$ cat src/rtl/pulse_stretcher.sv
// Stretches single-cycle event pulses into programmable-length output levels.
// Events arriving while a pulse is active are queued and replayed after a low gap, or retrigger the pulse.
module pulse_stretcher #(
    parameter int CNT_W      = 8,
    parameter int GAP_CYCLES = 1,
    parameter int PEND_W     = 4,
    parameter int RETRIGGER  = 0
) (
    input  logic              clk,
    input  logic              rst_n,
    input  logic              pulse_in,
    input  logic [CNT_W-1:0]  len,
    output logic              level_out,
    output logic              busy,
    output logic [PEND_W-1:0] pending,
    output logic              overflow
);

    localparam logic [1:0] IDLE = 2'd0;
    localparam logic [1:0] HIGH = 2'd1;
    localparam logic [1:0] GAP  = 2'd2;

    localparam logic [CNT_W-1:0]  GAP_LOAD = CNT_W'(GAP_CYCLES - 1);
    localparam logic [PEND_W-1:0] PEND_MAX = '1;

    logic [1:0]        state, state_nx;
    logic [CNT_W-1:0]  cnt, cnt_nx;
    logic [CNT_W-1:0]  gcnt, gcnt_nx;
    logic [CNT_W-1:0]  leff_m1;
    logic [PEND_W-1:0] pend_nx;
    logic              ovf_nx;
    logic              enq, deq;

    // A zero length still produces a one-cycle pulse, so the load value is Leff-1 with len==0 mapped to 0.
    assign leff_m1 = (len == '0) ? '0 : len - CNT_W'(1);

    // NOTE: every variable gets a default before the case so no path leaves it unassigned (no latches).
    always_comb begin
        state_nx = state;
        cnt_nx   = cnt;
        gcnt_nx  = gcnt;
        enq      = 1'b0;
        deq      = 1'b0;
        case (state)
            IDLE: begin
                if (pulse_in) begin
                    state_nx = HIGH;
                    cnt_nx   = leff_m1;
                end
            end
            HIGH: begin
                if (pulse_in && (RETRIGGER != 0)) begin
                    cnt_nx = leff_m1;
                end else begin
                    enq = pulse_in;
                    if (cnt == '0) begin
                        state_nx = GAP;
                        gcnt_nx  = GAP_LOAD;
                    end else begin
                        cnt_nx = cnt - CNT_W'(1);
                    end
                end
            end
            GAP: begin
                enq = pulse_in;
                if (gcnt == '0) begin
                    // An event on the last gap cycle is enqueued and consumed on the same edge.
                    if ((pending != '0) || pulse_in) begin
                        state_nx = HIGH;
                        cnt_nx   = leff_m1;
                        deq      = 1'b1;
                    end else begin
                        state_nx = IDLE;
                    end
                end else begin
                    gcnt_nx = gcnt - CNT_W'(1);
                end
            end
            default: state_nx = IDLE;
        endcase
    end

    always_comb begin
        pend_nx = pending;
        ovf_nx  = 1'b0;
        if (enq && !deq) begin
            if (pending == PEND_MAX) ovf_nx  = 1'b1;
            else                     pend_nx = pending + PEND_W'(1);
        end else if (deq && !enq) begin
            pend_nx = pending - PEND_W'(1);
        end
    end

    // NOTE: state uses non-blocking assignments so every register samples pre-edge values.
    always_ff @(posedge clk or negedge rst_n) begin
        if (!rst_n) begin
            state     <= IDLE;
            cnt       <= '0;
            gcnt      <= '0;
            pending   <= '0;
            overflow  <= 1'b0;
            level_out <= 1'b0;
        end else begin
            state     <= state_nx;
            cnt       <= cnt_nx;
            gcnt      <= gcnt_nx;
            pending   <= pend_nx;
            overflow  <= ovf_nx;
            level_out <= (state_nx == HIGH);
        end
    end

    assign busy = (state != IDLE);

endmodule

$ cat config.mk
export PLATFORM = sky130hd
export DESIGN_NAME = pulse_stretcher
export DESIGN_NICKNAME = d
export VERILOG_FILES = /design/src/rtl/pulse_stretcher.sv
export SDC_FILE = /design/constraint.sdc
export NUM_CORES = 1
export LEC_CHECK = 0
export ABC_CLOCK_PERIOD_IN_PS = 4970
export CAP_MARGIN = 20
export CORE_MARGIN = 4
export CORE_UTILIZATION = 56
export CTS_CLUSTER_SIZE = 20
export DETAILED_ROUTE_END_ITERATION = 8
export PLACE_DENSITY_LB_ADDON = 0.1
export SETUP_SLACK_MARGIN = 0.1
export SKIP_CTS_REPAIR_TIMING = 1
export SLEW_MARGIN = 20
export SYNTH_ARGS = -nofsm -noshare
export SYNTH_HDL_FRONTEND = slang
export SYNTH_SLANG_ARGS = --single-unit
$ cat constraint.sdc
create_clock -name clk -period 4.97 [get_ports clk]
set_input_delay 1.491 -clock clk [delete_from_list [all_inputs] [get_ports clk]]
set_output_delay 1.491 -clock clk [all_outputs]
set_load 0.01 [all_outputs]
==> results_dict.tcl, run 1 <==
set metrics [dict create \
    run_status "finished, final reports clean" \
    relSlewSlack 0.474 \
    antenna_found_initial 0 \
    path_class "flop to output pin" \
    stdcell_area_um2 1940 \
    track_usage 0.197 \
    reg2reg_depth 10 \
    setup_viol 0 \
    synth_warnings 0 \
    die_height_um 63.3 \
    cpMostUsedCell "inv_1" \
    synth-seq-area-share 0.351 \
    crit_fanout 5 \
    drv_slew 0 \
    whs_path_depth 1 \
    synth_flop_cell "dfrtp_1" \
    grt_pass1_wl_um 6340 \
    path_clk_slew_ns 0.13 \
    htree_levels 1 \
    cts_root_buffer "clkbuf_4" \
    cts.sinks 24 \
    routed_wl_um 3600 \
    ios 18 \
    synth_edf_count 0 \
    drtIter0Drc 53 \
    grt_pass1_vias 1471 \
    rows 19 \
    vdd_drop_max_uv 328 \
    hold_viol 0 \
    arrival_ns 1.70 \
    clockBufferDepth 2 \
    vias_per_cell 6.08 \
    numCtsBuffers 3 \
    postSynthCellCount 187 \
    post_drt_wl_per_cell_um 15.3 \
    cp.required_ns 3.48 \
    synth.net_count 211 \
    crit_path_end_kind "output pin" \
    p_leak_nw 0.829 \
    fin_crit_ns 3.19 \
    grt-ovfl-total 0 \
    dp_hpwl_um 2750 \
    syn_area_um2 1710 \
    avgSynthCellArea_um2 9.15 \
    critPathMaxStageDelay_ns 0.53 \
    fmax_mhz 313 \
    num_vias 1436 \
    cts_tree "built" \
    clk_latency_ns 0.32 \
    powerDensity_nw_per_um2 576 \
    ys_types 48 \
    fin_tns_setup_ns 0 \
    ys_ff_latch 24 \
    path_cells "inv_1, ha_1, inv_1, clkdlybuf4s50_1" \
    area_delta_synth_final_pct 13.4 \
    slowest_stage "clkdlybuf4s50_1" \
    drive_gt1_frac 0.0878 \
    die_w_um 63.3 \
    start_kind "flop" \
    rsz0062_at_grt "false" \
    dpl-instance-area_um2 1910 \
    worstMarginPinSlew_ns 0.789 \
    drcViolationCount 0 \
    hp-class "flop to flop" \
    core_um2 2830 \
    ant_nets 0 \
    fin_skew_ns 0.00878 \
    final_nets 230 \
    dr.pass1.iters 5 \
    num_antenna_cells 0 \
    die-area_um2 4000 \
    grt_start_max_net_pins 25 \
    portBuffers 17 \
    gp_congestion 0.876 \
    async_flop_share 1.00 \
    timing.final.crit_share 0.642 \
    maxCapViolations 0 \
    start_util 0.605 \
]
[layer usage]
layer,part of all wire,GRT usage,vias up
li1,-,-,721
met1,0.40,0.211,672
met2,0.54,0.364,37
met3,0.038,0.0355,6
met4,0.019,0.108,0
met5,0,0,-
[placed cells by master, fill, tap and decap left out, types with 4 or more instances in the layout]
master / count
o21ai_0: 8
ha_1: 12
a21oi_1: 10
mux2_2: 5
dfrtp_1: 24
nand2_1: 13
nor2_1: 18
o22ai_1: 4
nor3_1: 4
nor4_1: 5
nand3_1: 6
inv_1: 14
clkdlybuf4s50_1: 16
xor2_1: 7
[metrics by stage]
step                       util  worst slack (ns)  instances  hold slack, ns  total power, mW
after floorplan               -              2.16        187           0.504            0.836
after global placement    0.675              1.52        232           0.518            0.987
after global routing      0.686              1.66        236           0.591             1.22
after CTS                 0.688              1.76        236           0.563             1.12
after detailed placement  0.675              1.47        232           0.538             1.02
final                     0.686              1.78        236           0.552             1.12
[worst max-delay path: cells and delay by family, from the launching register on]
kind                     cells  cell delay (ns)
adder cells (fa/ha/maj)      1             0.22
buffers and inverters        3             0.69
flip-flops                   1             0.45
[final cells by class]
| type | count | area [um2] |
|---|---|---|
| Fill cell | 220 | 888 |
| Tap cell | 31 | 38.8 |
| Multi-Input combinational cell | 146 | 1050 |
| Clock buffer | 4 | 36.3 |
| Timing Repair Buffer | 17 | 165 |
| Sequential cell | 24 | 601 |
| Inverter | 14 | 52.6 |
[Yosys cell counts (all sizes together), types with 2 or more instances]
cell | number | share of area
or4 | 3 | 0.013
a21oi | 10 | 0.029
or3 | 2 | 0.0073
nor2b | 2 | 0.0073
a211oi | 2 | 0.012
o21a | 3 | 0.013
ha | 12 | 0.088
o22ai | 4 | 0.015
o21ai | 8 | 0.023
mux2i | 2 | 0.012
o2bb2ai | 2 | 0.010
mux2 | 5 | 0.033
nand3 | 7 | 0.023
nor4b | 2 | 0.010
nor3 | 4 | 0.012
nor2 | 18 | 0.039
and2 | 3 | 0.011
clkbuf | 3 | 0.0066
xnor2 | 3 | 0.015
o31ai | 2 | 0.0088
dfrtp | 24 | 0.35
nor4 | 5 | 0.018
a2bb2oi | 2 | 0.010
xor2 | 7 | 0.036
inv | 14 | 0.031
a21o | 3 | 0.013
nand2 | 13 | 0.029
a31oi | 2 | 0.0073
nand4 | 3 | 0.011
[power breakdown]
part,switching (mW),internal [mW],total [mW]
logic,0.311,0.301,0.612
clock network,0.0598,0.0449,0.105
registers,0.116,0.285,0.401
total,0.487,0.631,1.12
[sequential cells by signal, indices dropped and copies added, names as in the netlist]
signal     flops
cnt            8
gcnt           8
level_out      1
overflow       1
pending        4
state          2
[worst paths after layout]
| kind | startpoint | endpoint | slack [ns] |
|---|---|---|---|
| min in group asynchronous | rst_n | pending[0] | 1.12 |
| worst min-delay path | pending[3] | pending[3] | 0.55 |
| worst max-delay path | state[0] | busy | 1.78 |
| worst max register to register | state[0] | pending[3] | 2.10 |
| max in group asynchronous | rst_n | cnt[6] | 3.48 |
| worst min register to register | pending[3] | pending[3] | 0.55 |
[cell families (layout without fill, tap and decap cells)]
group                    count (synthesis)  in the layout  synth area share
AND/OR/NAND/NOR                         70             70             0.220
AO/OA/AOI/OAI                           46             46             0.197
flip-flops                              24             24             0.351
buffers and inverters                   17             35            0.0373
adder cells (fa/ha/maj)                 13             13            0.0994
XOR/XNOR                                10             10            0.0512
multiplexers                             7              7            0.0446
Power figures use the tool's default switching activity.
==> run 2: changes to the inputs <==
--- a/config.mk
+++ b/config.mk
@@ -5,7 +5,7 @@
 export SDC_FILE = /design/constraint.sdc
 export NUM_CORES = 1
 export LEC_CHECK = 0
-export ABC_CLOCK_PERIOD_IN_PS = 4970
+export ABC_CLOCK_PERIOD_IN_PS = 3300
 export CAP_MARGIN = 20
 export CORE_MARGIN = 4
 export CORE_UTILIZATION = 56
==> constraint.sdc (replaced) <==
create_clock -name clk -period 3.3 [get_ports clk]
set_input_delay 0.99 -clock clk [delete_from_list [all_inputs] [get_ports clk]]
set_output_delay 0.99 -clock clk [all_outputs]
set_load 0.01 [all_outputs]
==> results_dict.tcl, run 2 (synthesis gave the netlist of run 1 again) <==
set metrics [dict create \
    run_status "finished, final reports clean" \
    clk_latency_ns 0.32 \
    fin_skew_ns 0.0111 \
    dp_cells 237 \
    post_drt_wl_per_cell_um 15.5 \
    gp_congestion 0.856 \
    start_util 0.605 \
    routed_wl_um 3740 \
    dr.pass1.iters 4 \
    fillCellCount 218 \
    drcViolationCount 0 \
    path_class "flop to flop" \
    num_antenna_cells 0 \
    p_leak_nw 0.862 \
    cts.sinks 24 \
    crit_fanout 5 \
    area_delta_synth_final_pct 16.8 \
    crit_path_end_kind "flop" \
    final_common_cell "dfrtp_1" \
    rows 19 \
    cp.required_ns 3.53 \
    arrival_ns 2.93 \
    setup_viol 0 \
    final_cell_mix "dfrtp_1, nor2_1, clkdlybuf4s50_1" \
    drtIter0Drc 70 \
    fin_crit_ns 2.71 \
    min_from "pending[3]" \
    num_vias 1507 \
    worstMarginPinSlew_ns 0.478 \
    powerDensity_nw_per_um2 882 \
    final_nets 235 \
    die-area_um2 4000 \
    ant_nets 0 \
    grt_start_max_net_pins 25 \
    reg.largest.list "cnt x8, gcnt x8, pending x4" \
    relSlewSlack 0.680 \
    drv_slew 0 \
    core_um2 2830 \
    start_kind "flop" \
    grt_pass1_vias 1449 \
    htree_levels 1 \
    fin_tns_setup_ns 0 \
    rsz0062_at_grt "false" \
    portBuffers 17 \
    timing.final.crit_share 0.820 \
    fmax_mhz 369 \
    cts_root_buffer "clkbuf_4" \
    track_usage 0.198 \
    path_clk_slew_ns 0.14 \
    vdd_drop_max_uv 525 \
    grt-ovfl-total 0 \
    antenna_found_initial 0 \
    stdcell_count 241 \
    drive_gt1_frac 0.105 \
    clockBufferDepth 2 \
    hp-class "flop to flop" \
    crit_path_start "state[0]" \
    hold_viol 0 \
    maxCapViolations 0 \
    r2r-start "state[0]" \
    numCtsBuffers 3 \
    grt_pass1_wl_um 6400 \
    utilization 0.707 \
    dp_hpwl_um 2880 \
    cts_tree "built" \
    ios 18 \
    die_w_um 63.3 \
    vias_per_cell 6.25 \
    die_height_um 63.3 \
]
## run 2: changes by cell type in the layout (fill, tap and decap cells not counted), sizes merged
cell,before,now
buf,1,5
clkbuf,4,3
bufinv,0,1
clkdlybuf4s50,16,17
## run 2: through the flow
step                cell area [um2]  power [mW]  setup slack, ns  hold WS [ns]
finish                         2000        1.76            0.593         0.549
global route                   2000        1.92            0.405         0.597
CTS                            2000        1.77            0.575         0.556
detailed placement             1950        1.55            0.288         0.526
global placement               1950        1.50            0.354         0.512
floorplan                      1710        1.26            0.614         0.504
## run 2: worst paths after layout
check	end	slack (ns)	cells after the start
max	pending[3]	0.59	10
min	pending[3]	0.55	1
max reg2reg	pending[3]	0.59	10
min reg2reg	pending[3]	0.55	1
max in group asynchronous	gcnt[0]	2.05	2
min in group asynchronous	overflow	1.00	2
## run 2: routing by layer
| layer | GRT usage | vias up | wire length, um |
|---|---|---|---|
| li1 | - | 735 | - |
| met1 | 0.216 | 735 | 1480 |
| met2 | 0.383 | 31 | 2070 |
| met3 | 0.0320 | 6 | 125 |
| met4 | 0.0674 | 0 | 54 |
| met5 | 0 | - | 0 |
## run 2: power breakdown
part | internal [mW] | switching (mW) | total [mW] | leakage [nW]
logic | 0.469 | 0.476 | 0.945 | 0.537
registers | 0.429 | 0.175 | 0.604 | 0.297
clock network | 0.123 | 0.0919 | 0.215 | 0.0279
total | 1.02 | 0.742 | 1.76 | 0.862
## run 2: layout make-up
class | count | area (um2) | share of cell area
multi-input cells | 146 | 1050 | 0.524
flip-flops and latches | 24 | 601 | 0.300
repair buffers | 22 | 208 | 0.104
inverters | 14 | 52.6 | 0.0263
well taps | 31 | 38.8 | 0.0194
clock inverters | 1 | 30.0 | 0.0150
clock buffers | 3 | 22.5 | 0.0113
## run 2: critical path: stages, from the launching register on
cell and delay [ns]:
dfrtp_1 0.47, inv_1 0.10, ha_1 0.18, nor4bb_1 0.37
nand2_1 0.20, nand3_1 0.23, ha_1 0.26, a21o_1 0.17
a21oi_1 0.14, mux2_2 0.35, xnor2_1 0.12
